<file path="config.mk">
export PLATFORM = sky130hd
export DESIGN_NAME = matrix_scan_ctrl
export DESIGN_NICKNAME = d
export VERILOG_FILES = /design/src/rtl/matrix_scan_ctrl.sv
export SDC_FILE = /design/constraint.sdc
export NUM_CORES = 1
export LEC_CHECK = 0
export BUFFER_PORTS_ARGS = -buffer_cell sky130_fd_sc_hd__buf_2
export CORE_MARGIN = 5
export CORE_UTILIZATION = 50
export CTS_CLUSTER_DIAMETER = 80
export CTS_CLUSTER_SIZE = 25
export DETAILED_ROUTE_END_ITERATION = 10
export PLACE_DENSITY = 0.69
export SLEW_MARGIN = 5
export SYNTH_ARGS = -nofsm -noshare
export SYNTH_HDL_FRONTEND = slang
export SYNTH_SLANG_ARGS = --single-unit
</file>
<file path="constraint.sdc">
create_clock -name CLK -period 6.9 [get_ports CLK]
set_clock_uncertainty 0.15 [all_clocks]
set_input_delay 1.38 -clock CLK [delete_from_list [all_inputs] [get_ports CLK]]
set_output_delay 1.38 -clock CLK [all_outputs]
set_load 0.005 [all_outputs]
</file>
<file path="src/rtl/matrix_scan_ctrl.sv">
// matrix_scan_ctrl: drives a 5x7 dot matrix one dot at a time through a row/column
// demultiplexer code, with a double-buffered frame so new images never tear mid-frame.
// Latency: outputs are registered; SEL/IPT/BUSY reflect the state entered at each edge.
// Backpressure: none; LOAD is accepted any cycle, and only the last LOAD before a wrap is kept.
//
// Ports:
//   CLK, RST       - rising-edge clock, synchronous active-high reset
//   EN             - scan enable; low returns to IDLE on the next edge
//   LOAD, FRAME    - single-cycle strobe capturing the 35-bit bitmap (bit r*5+c)
//   SEL0..SEL2     - column code c+1 (SEL0 = MSB)
//   SEL3..SEL5     - row code r+1 (SEL3 = MSB)
//   IPT            - dot drive bit, only asserted in SCAN
//   FRAME_DONE     - one-cycle pulse in the last dwell cycle of dot 34
//   BUSY           - high whenever not in IDLE
// Build option: define MATRIX_SCAN_BLANK_EN to insert one blank cycle after every dot.

module matrix_scan_ctrl #(
  parameter int unsigned DWELL_CYCLES = 4  // clocks per dot, 1..255
) (
  input  logic        CLK,
  input  logic        RST,
  input  logic        EN,
  input  logic        LOAD,
  input  logic [34:0] FRAME,
  output logic        SEL0,
  output logic        SEL1,
  output logic        SEL2,
  output logic        SEL3,
  output logic        SEL4,
  output logic        SEL5,
  output logic        IPT,
  output logic        FRAME_DONE,
  output logic        BUSY
);

  typedef enum logic [1:0] {
    IDLE  = 2'd0,
    SCAN  = 2'd1,
    BLANK = 2'd2
  } state_t;

  localparam logic [7:0] DWELL_LAST = 8'(DWELL_CYCLES - 1);

`ifdef MATRIX_SCAN_BLANK_EN
  localparam logic BLANK_EN = 1'b1;
`else
  localparam logic BLANK_EN = 1'b0;
`endif

  state_t      state_q, state_d;
  logic [2:0]  col_q, col_d;      // c = d mod 5
  logic [2:0]  row_q, row_d;      // r = d div 5
  logic [7:0]  dwell_q, dwell_d;
  logic [34:0] shadow_q, shadow_d;
  logic [34:0] active_q, active_d;
  logic        pending_q, pending_d;

  logic [5:0]  sel_q;             // {column code, row code}
  logic        ipt_q;
  logic        frame_done_q;
  logic        busy_q;

  logic        last_dot;
  logic        dwell_end;
  logic        wrap;
  logic [5:0]  idx_d;

  assign last_dot  = (col_q == 3'd4) && (row_q == 3'd6);
  assign dwell_end = (dwell_q == DWELL_LAST);

  // Bit index of the dot being presented next cycle.
  assign idx_d = ({3'b000, row_d} * 6'd5) + {3'b000, col_d};

  always_comb begin
    state_d   = state_q;
    col_d     = col_q;
    row_d     = row_q;
    dwell_d   = dwell_q;
    shadow_d  = shadow_q;
    active_d  = active_q;
    pending_d = pending_q;
    wrap      = 1'b0;

    case (state_q)
      IDLE: begin
        if (EN) begin
          state_d = SCAN;
          col_d   = 3'd0;
          row_d   = 3'd0;
          dwell_d = 8'd0;
        end
      end
      SCAN: begin
        if (dwell_end) begin
          dwell_d = 8'd0;
          // Dot index advances at end of dwell; in the blank build the blank
          // cycle already presents the next dot's codes.
          if (last_dot) begin
            wrap  = 1'b1;
            col_d = 3'd0;
            row_d = 3'd0;
          end else if (col_q == 3'd4) begin
            col_d = 3'd0;
            row_d = row_q + 3'd1;
          end else begin
            col_d = col_q + 3'd1;
          end
          state_d = BLANK_EN ? BLANK : SCAN;
        end else begin
          dwell_d = dwell_q + 8'd1;
        end
      end
      BLANK: begin
        state_d = SCAN;
      end
      default: begin
        state_d = IDLE;
      end
    endcase

    // EN low wins over everything except reset.
    if (!EN) begin
      state_d = IDLE;
      col_d   = 3'd0;
      row_d   = 3'd0;
      dwell_d = 8'd0;
      wrap    = 1'b0;
    end

    // Active buffer only changes while idle or exactly at the frame wrap.
    if (LOAD && ((state_q == IDLE) || wrap)) begin
      shadow_d  = FRAME;
      active_d  = FRAME;
      pending_d = 1'b0;
    end else if (LOAD) begin
      shadow_d  = FRAME;
      pending_d = 1'b1;
    end else if (wrap && pending_q) begin
      active_d  = shadow_q;
      pending_d = 1'b0;
    end
  end

  always_ff @(posedge CLK) begin
    if (RST) begin
      state_q      <= IDLE;
      col_q        <= 3'd0;
      row_q        <= 3'd0;
      dwell_q      <= 8'd0;
      shadow_q     <= 35'd0;
      active_q     <= 35'd0;
      pending_q    <= 1'b0;
      sel_q        <= 6'd0;
      ipt_q        <= 1'b0;
      frame_done_q <= 1'b0;
      busy_q       <= 1'b0;
    end else begin
      state_q      <= state_d;
      col_q        <= col_d;
      row_q        <= row_d;
      dwell_q      <= dwell_d;
      shadow_q     <= shadow_d;
      active_q     <= active_d;
      pending_q    <= pending_d;
      // Outputs are registered from next-state values so they line up with state_q.
      sel_q        <= (state_d == IDLE) ? 6'd0 : {col_d + 3'd1, row_d + 3'd1};
      ipt_q        <= (state_d == SCAN) && active_d[idx_d];
      frame_done_q <= (state_d == SCAN) && (col_d == 3'd4) && (row_d == 3'd6) &&
                      (dwell_d == DWELL_LAST);
      busy_q       <= (state_d != IDLE);
    end
  end

  assign SEL0       = sel_q[5];
  assign SEL1       = sel_q[4];
  assign SEL2       = sel_q[3];
  assign SEL3       = sel_q[2];
  assign SEL4       = sel_q[1];
  assign SEL5       = sel_q[0];
  assign IPT        = ipt_q;
  assign FRAME_DONE = frame_done_q;
  assign BUSY       = busy_q;

endmodule

</file>
==> results of run 1 <==
[final cells by class]
cell class,instances,area [sq um]
Clock buffer,12,155
Clock inverter,4,28.8
Fill cell,910,4030
Inverter,18,67.6
Multi-Input combinational cell,414,2680
Sequential cell,96,1920
Tap cell,129,161
Timing Repair Buffer,53,280
[Yosys cell counts (all sizes together), types with 3 or more instances]
library cell	instances
nand2	65
nand4	6
a311oi	19
nor2b	8
nor3	9
dfxtp	96
nor4	3
or4	5
ha	18
nor2	91
xnor2	3
xor2	3
nand2b	3
o21ai	21
a21oi	20
inv	17
a32oi	3
mux2	4
a2111oi	5
a21o	4
o31ai	3
and3	10
clkbuf	21
mux2i	47
buf	15
a31oi	5
a211oi	18
nand3	10
[worst min-delay path by stage]
stage / end / slack, ns
after floorplan: shadow_q[20] / 0.30
after global placement: shadow_q[28] / 0.32
after detailed placement: shadow_q[28] / 0.32
after CTS: shadow_q[30] / 0.35
after global routing: active_q[5] / 0.37
final: shadow_q[30] / 0.34
[metal layers]
| metal | vias to the layer above | GRT usage (%) | wire length (microns) |
|---|---|---|---|
| met3 | 20 | 3.70 | 426 |
| li1 | 2075 | - | - |
| met5 | - | 0 | 0 |
| met4 | 0 | 7.66 | 217 |
| met1 | 1992 | 26.4 | 5340 |
| met2 | 76 | 36.0 | 5770 |
[cells by family (layout without fill, tap and decap cells)]
logic type / after synthesis / count (layout)
AOI/OAI and AO/OA: 114 / 114
and+or+nand+nor: 221 / 221
muxes: 53 / 53
buffers and inverters: 54 / 87
xor gates and xnor gates: 6 / 6
DFF: 96 / 96
other: 1 / 1
adders and majority gates: 19 / 19
[state kept, by name, summed over array words and instances, names as in the netlist, 2 cells and up]
| signal | cells |
|---|---|
| state_q | 2 |
| shadow_q | 35 |
| row_q | 3 |
| active_q | 35 |
| sel_q | 6 |
| dwell_q | 8 |
| col_q | 3 |
[power breakdown]
group	internal (mW)	switching [mW]
Sequential	0.581	0.0119
Clock	0.151	0.192
Combinational	0.0463	0.0643
[critical path, stage by stage (launching register included)]
cell,delay (ns)
dfxtp_1,0.40
ha_1,0.27
or3b_2,0.52
nor2_1,0.21
and3_1,0.22
nand2_1,0.08
o31ai_1,0.20
nand2_1,0.10
nand2_1,0.07
nand2_1,0.08
inv_1,0.14
ha_1,0.25
ha_1,0.33
ha_1,0.30
a21o_1,0.10
a21oi_1,0.07
xnor2_1,0.64
nor2_1,0.18
nand2_1,0.12
a211oi_1,0.04
or3_1,0.41
a221o_1,0.28
a311oi_2,0.22
==> impl_metrics.json, run 1 <==
{
  "worst_slew_pin_slew_ns": 1.05,
  "rows": 35,
  "hpwl_mm": 8.16,
  "clock.fmax_ghz": 0.182,
  "peakVddDrop_mv": 0.117,
  "cp_max_fo": 11,
  "ios": 48,
  "cts_tree": "yes",
  "total_power_mw": 1.05,
  "synth_flop_cell": "dfxtp_1",
  "yosys_warnings": 0,
  "reg2reg_slack_ns": 1.42,
  "power_density_mw_per_mm2": 198,
  "rsz0062_at_grt": "no",
  "synth_top_area_cell": "dfxtp_1",
  "slew_headroom_pct": 29.3,
  "fin_area_sq_mm": 0.00530,
  "clockBufferDepth": 2,
  "required_ns": 7.03,
  "dpl-instance-area_sq_mm": 0.00511,
  "synth-seq-area-share_pct": 39.8,
  "yosys.area_share.simple_pct": 20.8,
  "synth.avg_cell_area_sq_um": 8.57,
  "syn-instance-count": 564,
  "ant_nets": 0,
  "synth.distinct_cells": 61,
  "antenna_found_initial": 0,
  "die_y_microns": 108,
  "r2r_cells": 22,
  "hold_start": "shadow_q[30]",
  "coreArea_sq_mm": 0.00933,
  "crit_type": "flop to flop",
  "die_w_microns": 108,
  "postCtsResizedCells": 0,
  "holdPathStages": 2,
  "worst_slack_ns": 1.42,
  "drt-initial-drc-count": 261,
  "cts_buffers": 9,
  "post-route-util_pct": 56.8,
  "ys_top_cells_by_area": "dfxtp_1 (40%), mux2i_1 (9.7%), nor2_1 (7.0%)",
  "grt_start_max_net_pins": 86,
  "wl_per_cell_microns": 16.2,
  "clock_latency_ns": 0.36,
  "worstReg2RegEnd": "IPT",
  "crit_path_start": "dwell_q[0]",
  "endpoint_kind": "flop",
  "ys_async_sr_fraction_pct": 0,
  "drc": 0,
  "critical_path_arrival_ns": 5.61,
  "finalNonFillerCells": 726,
  "diodes": 0,
  "drive_above_1_share_pct": 14.1,
  "hold_path.class": "flop to flop",
  "root_buffer": "clkbuf_8",
  "synth-seq-cells": 96,
  "via_per_inst": 5.73,
  "timing.rr.start": "dwell_q[0]",
  "gp_congestion": 0.880,
  "critPathCapture": "IPT",
  "grt_pass1_vias": 4122,
  "startpoint_type": "flop",
  "die-area_sq_mm": 0.0117,
  "overflow": 0,
  "netlist_area_sq_mm": 0.00483,
  "track_usage_pct": 21.0,
  "synthAdderAreaFrac_pct": 5.08,
  "synth_top_family_by_area": "simple AND/OR/NAND/NOR gates",
  "syn_nets": 622,
  "synth_mux_area_share_pct": 11.6,
  "post_cts_buffers": 0,
  "dp.cells": 710,
  "synth_xor_area_share_pct": 1.09,
  "post-place-ws_ns": 1.52,
  "hold_viol": 0,
  "holdWs_ns": 0.340,
  "cts_max_level": 3,
  "synth_compound_area_share_pct": 16.9,
  "synth.top_cell.area_share_pct": 39.8,
  "final_common_cell": "dfxtp_1",
  "num_vias": 4163,
  "synth-edff-count": 0,
  "fin_crit_sh_pct": 79.4,
  "final_cell_mix": "dfxtp_1 (96), nor2_1 (90), nand2_1 (65)",
  "drv_cap": 0,
  "power_leakage_nw": 2.33,
  "io_buffer_count": 47,
  "finalSetupTns_ns": 0,
  "nNetsFinal": 650,
  "clock_sinks": 96,
  "area_growth_pct": 9.63,
  "grt_pass1_wl_mm": 19.7,
  "start_util_pct": 51.8,
  "outcome": "finished, final reports clean",
  "drt_first_pass_iters": 5,
  "setup_viol": 0,
  "routed_wl_mm": 11.8,
  "fin_crit_ns": 5.48,
  "cts_hold_buf": 0,
  "clk_pin_slew_ns": 0.09,
  "final_max_slew_viol_count": 0
}
No activity file was read; power rests on OpenSTA's default activity.
==> run 2: changes to the inputs <==
--- a/config.mk
+++ b/config.mk
@@ -11,7 +11,7 @@
 export CTS_CLUSTER_DIAMETER = 80
 export CTS_CLUSTER_SIZE = 25
 export DETAILED_ROUTE_END_ITERATION = 10
-export PLACE_DENSITY = 0.69
+export PLACE_DENSITY = 0.72
 export SLEW_MARGIN = 5
 export SYNTH_ARGS = -nofsm -noshare
 export SYNTH_HDL_FRONTEND = slang
==> constraint.sdc (replaced) <==
create_clock -name CLK -period 4.95 [get_ports CLK]
set_clock_uncertainty 0.15 [all_clocks]
set_input_delay 0.99 -clock CLK [delete_from_list [all_inputs] [get_ports CLK]]
set_output_delay 0.99 -clock CLK [all_outputs]
set_load 0.005 [all_outputs]
==> run 2 against run 1 <==
Effect of this change:
- largest cell class unchanged
- combinational power up 40%
- first-iteration DRC count increased by 25%
- register-to-register slack lost 1.2 ns
- sequential power grew 40%
- clock power grew 71%
- setup slack got worse by 1.2 ns
- critical path depth down 1
- non-clock buffer count grew 9
- critical endpoint unchanged
- global-route usage rose by 0.30 points
- highest routed layer unchanged
- count of clock-buffer cells in the layout unchanged
==> impl_metrics.json, run 2 (same netlist as run 1, synthesis figures left out) <==
{
  "cp_max_fo": 7,
  "wl_per_cell_microns": 16.3,
  "area_growth_pct": 12.4,
  "antenna_found_initial": 0,
  "power_density_mw_per_mm2": 289,
  "worst_slew_pin_slew_ns": 0.964,
  "startpoint_type": "flop",
  "ios": 48,
  "setup_viol": 0,
  "drive_above_1_share_pct": 16.3,
  "peakVddDrop_mv": 0.168,
  "worst_slack_ns": 0.224,
  "cts_max_level": 3,
  "die_y_microns": 108,
  "final_common_cell": "dfxtp_1",
  "overflow": 0,
  "clock.fmax_ghz": 0.212,
  "grt_pass1_wl_mm": 19.9,
  "final_cell_mix": "dfxtp_1 (94), nor2_1 (89), nand2_1 (65)",
  "cts_hold_buf": 0,
  "rsz0062_at_grt": "no",
  "die-area_sq_mm": 0.0117,
  "diodes": 0,
  "outcome": "finished, final reports clean",
  "dpl-instance-area_sq_mm": 0.00518,
  "clock_latency_ns": 0.36,
  "endpoint_kind": "flop",
  "fin_crit_sh_pct": 95.5,
  "comb_power_share_pct": 9.9,
  "hold_viol": 0,
  "clk_pin_slew_ns": 0.09,
  "post-route-util_pct": 58.2,
  "drv_cap": 0,
  "switching_share_pct": 24.3,
  "drt_first_pass_iters": 5,
  "root_buffer": "clkbuf_8",
  "rows": 35,
  "critical_path_arrival_ns": 4.85,
  "hpwl_mm": 8.27,
  "cts_buffers": 9,
  "internal_power_mw": 1.19,
  "cts_tree": "yes",
  "cpLargestDelayFamily": "simple AND/OR/NAND/NOR gates",
  "post_cts_buffers": 0,
  "fin_area_sq_mm": 0.00543,
  "final_max_slew_viol_count": 0,
  "drt-initial-drc-count": 327,
  "clock_sinks": 96,
  "track_usage_pct": 21.3,
  "post-place-ws_ns": 0.0427,
  "seqPwrFrac_pct": 52.6,
  "via_per_inst": 5.78,
  "grt_pass1_vias": 4046,
  "ant_nets": 0,
  "routed_wl_mm": 12.0,
  "path_cells": "or4_4, nor2_2, and3_1, nand2_1, o31ai_1, nand2_1, nand2_1, nand2_1, inv_2, ha_1, ha_1, ha_1, a21o_1, a21oi_2, xnor2_2, nor2_1, nand2_1, a211oi_1, or3_1, a221o_1, a311oi_2",
  "largest_registers": "active_q: 35 flops, shadow_q: 35 flops, dwell_q: 8 flops",
  "cpMostUsedCell": "nand2_1",
  "path_buf_inv": 1,
  "nNetsFinal": 659,
  "crit_type": "flop to flop",
  "gp_congestion": 0.839,
  "io_buffer_count": 47,
  "num_vias": 4249,
  "required_ns": 5.08,
  "grt_start_max_net_pins": 52,
  "slowest_delay_ns": 0.57,
  "coreArea_sq_mm": 0.00933,
  "multi_input_area_sq_mm": 0.00270,
  "slew_headroom_pct": 35.7,
  "critPathSlowestCell": "or4_4",
  "die_w_microns": 108,
  "seqCellArea_sq_mm": 0.00192,
  "n_fill_cell": 861,
  "power_leakage_nw": 2.41,
  "finalSetupTns_ns": 0,
  "fin_crit_ns": 4.73,
  "p_switching_uw": 382,
  "clockPowerShare_pct": 37.5,
  "clockBufferDepth": 2,
  "start_util_pct": 51.8,
  "drc": 0,
  "hold_path.class": "flop to flop"
}
## run 2: layout make-up
class	instances	area share, %
Multi-Input combinational cell	414	49.7
Sequential cell	96	35.4
Timing Repair Buffer	62	6.41
Tap cell	129	2.97
Clock buffer	12	2.86
Clock inverter	4	1.41
Inverter	18	1.24
## run 2: worst paths after layout
| kind | depth (start not counted) | from | end | slack, ns |
|---|---|---|---|---|
| setup / recovery | 21 | dwell_q[5] | IPT | 0.22 |
| setup reg to reg | 21 | dwell_q[5] | IPT | 0.22 |
| hold reg to reg | 2 | shadow_q[22] | shadow_q[22] | 0.34 |
| hold / removal | 2 | shadow_q[22] | shadow_q[22] | 0.34 |
## run 2: metal layers
metal | vias up | GRT usage [%] | part of all wire [%] | wire (microns)
li1 | 2091 | - | - | -
met1 | 2002 | 28.4 | 45 | 5380
met2 | 147 | 35.5 | 49 | 5840
met3 | 9 | 2.93 | 5.3 | 630
met4 | 0 | 7.03 | 1.2 | 139
met5 | - | 0 | 0 | 0
## run 2: stage by stage
stage                     hold slack (ns)  cells  power, mW
after floorplan                     0.302    564      0.948
after global placement              0.317    719      0.993
after detailed placement            0.321    719      0.998
after CTS                           0.343    735       1.59
after global routing                0.376    735       1.64
final                               0.345    735       1.57
## run 2: what timing repair did
item,in CTS,in global routing
gates cloned,0,0
setup endpoints to repair,1,1
resized for setup,1,6
pin swaps,0,1
## run 2: worst register-to-register path, cell delays in order (launching register included)
cell	delay, ns
dfxtp_1	0.37
or4_4	0.57
nor2_2	0.14
and3_1	0.20
nand2_1	0.08
o31ai_1	0.19
nand2_1	0.09
nand2_1	0.07
nand2_1	0.11
inv_2	0.10
ha_1	0.23
ha_1	0.32
ha_1	0.30
a21o_1	0.16
a21oi_2	0.18
xnor2_2	0.21
nor2_1	0.13
nand2_1	0.10
a211oi_1	0.06
or3_1	0.40
a221o_1	0.28
a311oi_2	0.22
## run 2: power by group through the flow
| stage | clock network (mW) | registers (mW) | logic [mW] |
|---|---|---|---|
| 6_report | 0.588 | 0.826 | 0.155 |
| 5_1_grt | 0.641 | 0.831 | 0.173 |
| 4_1_cts | 0.604 | 0.826 | 0.155 |
| 3_5_place_dp | 0 | 0.844 | 0.154 |
| 3_3_place_gp | 0 | 0.842 | 0.151 |
| 2_1_floorplan | 0 | 0.837 | 0.110 |
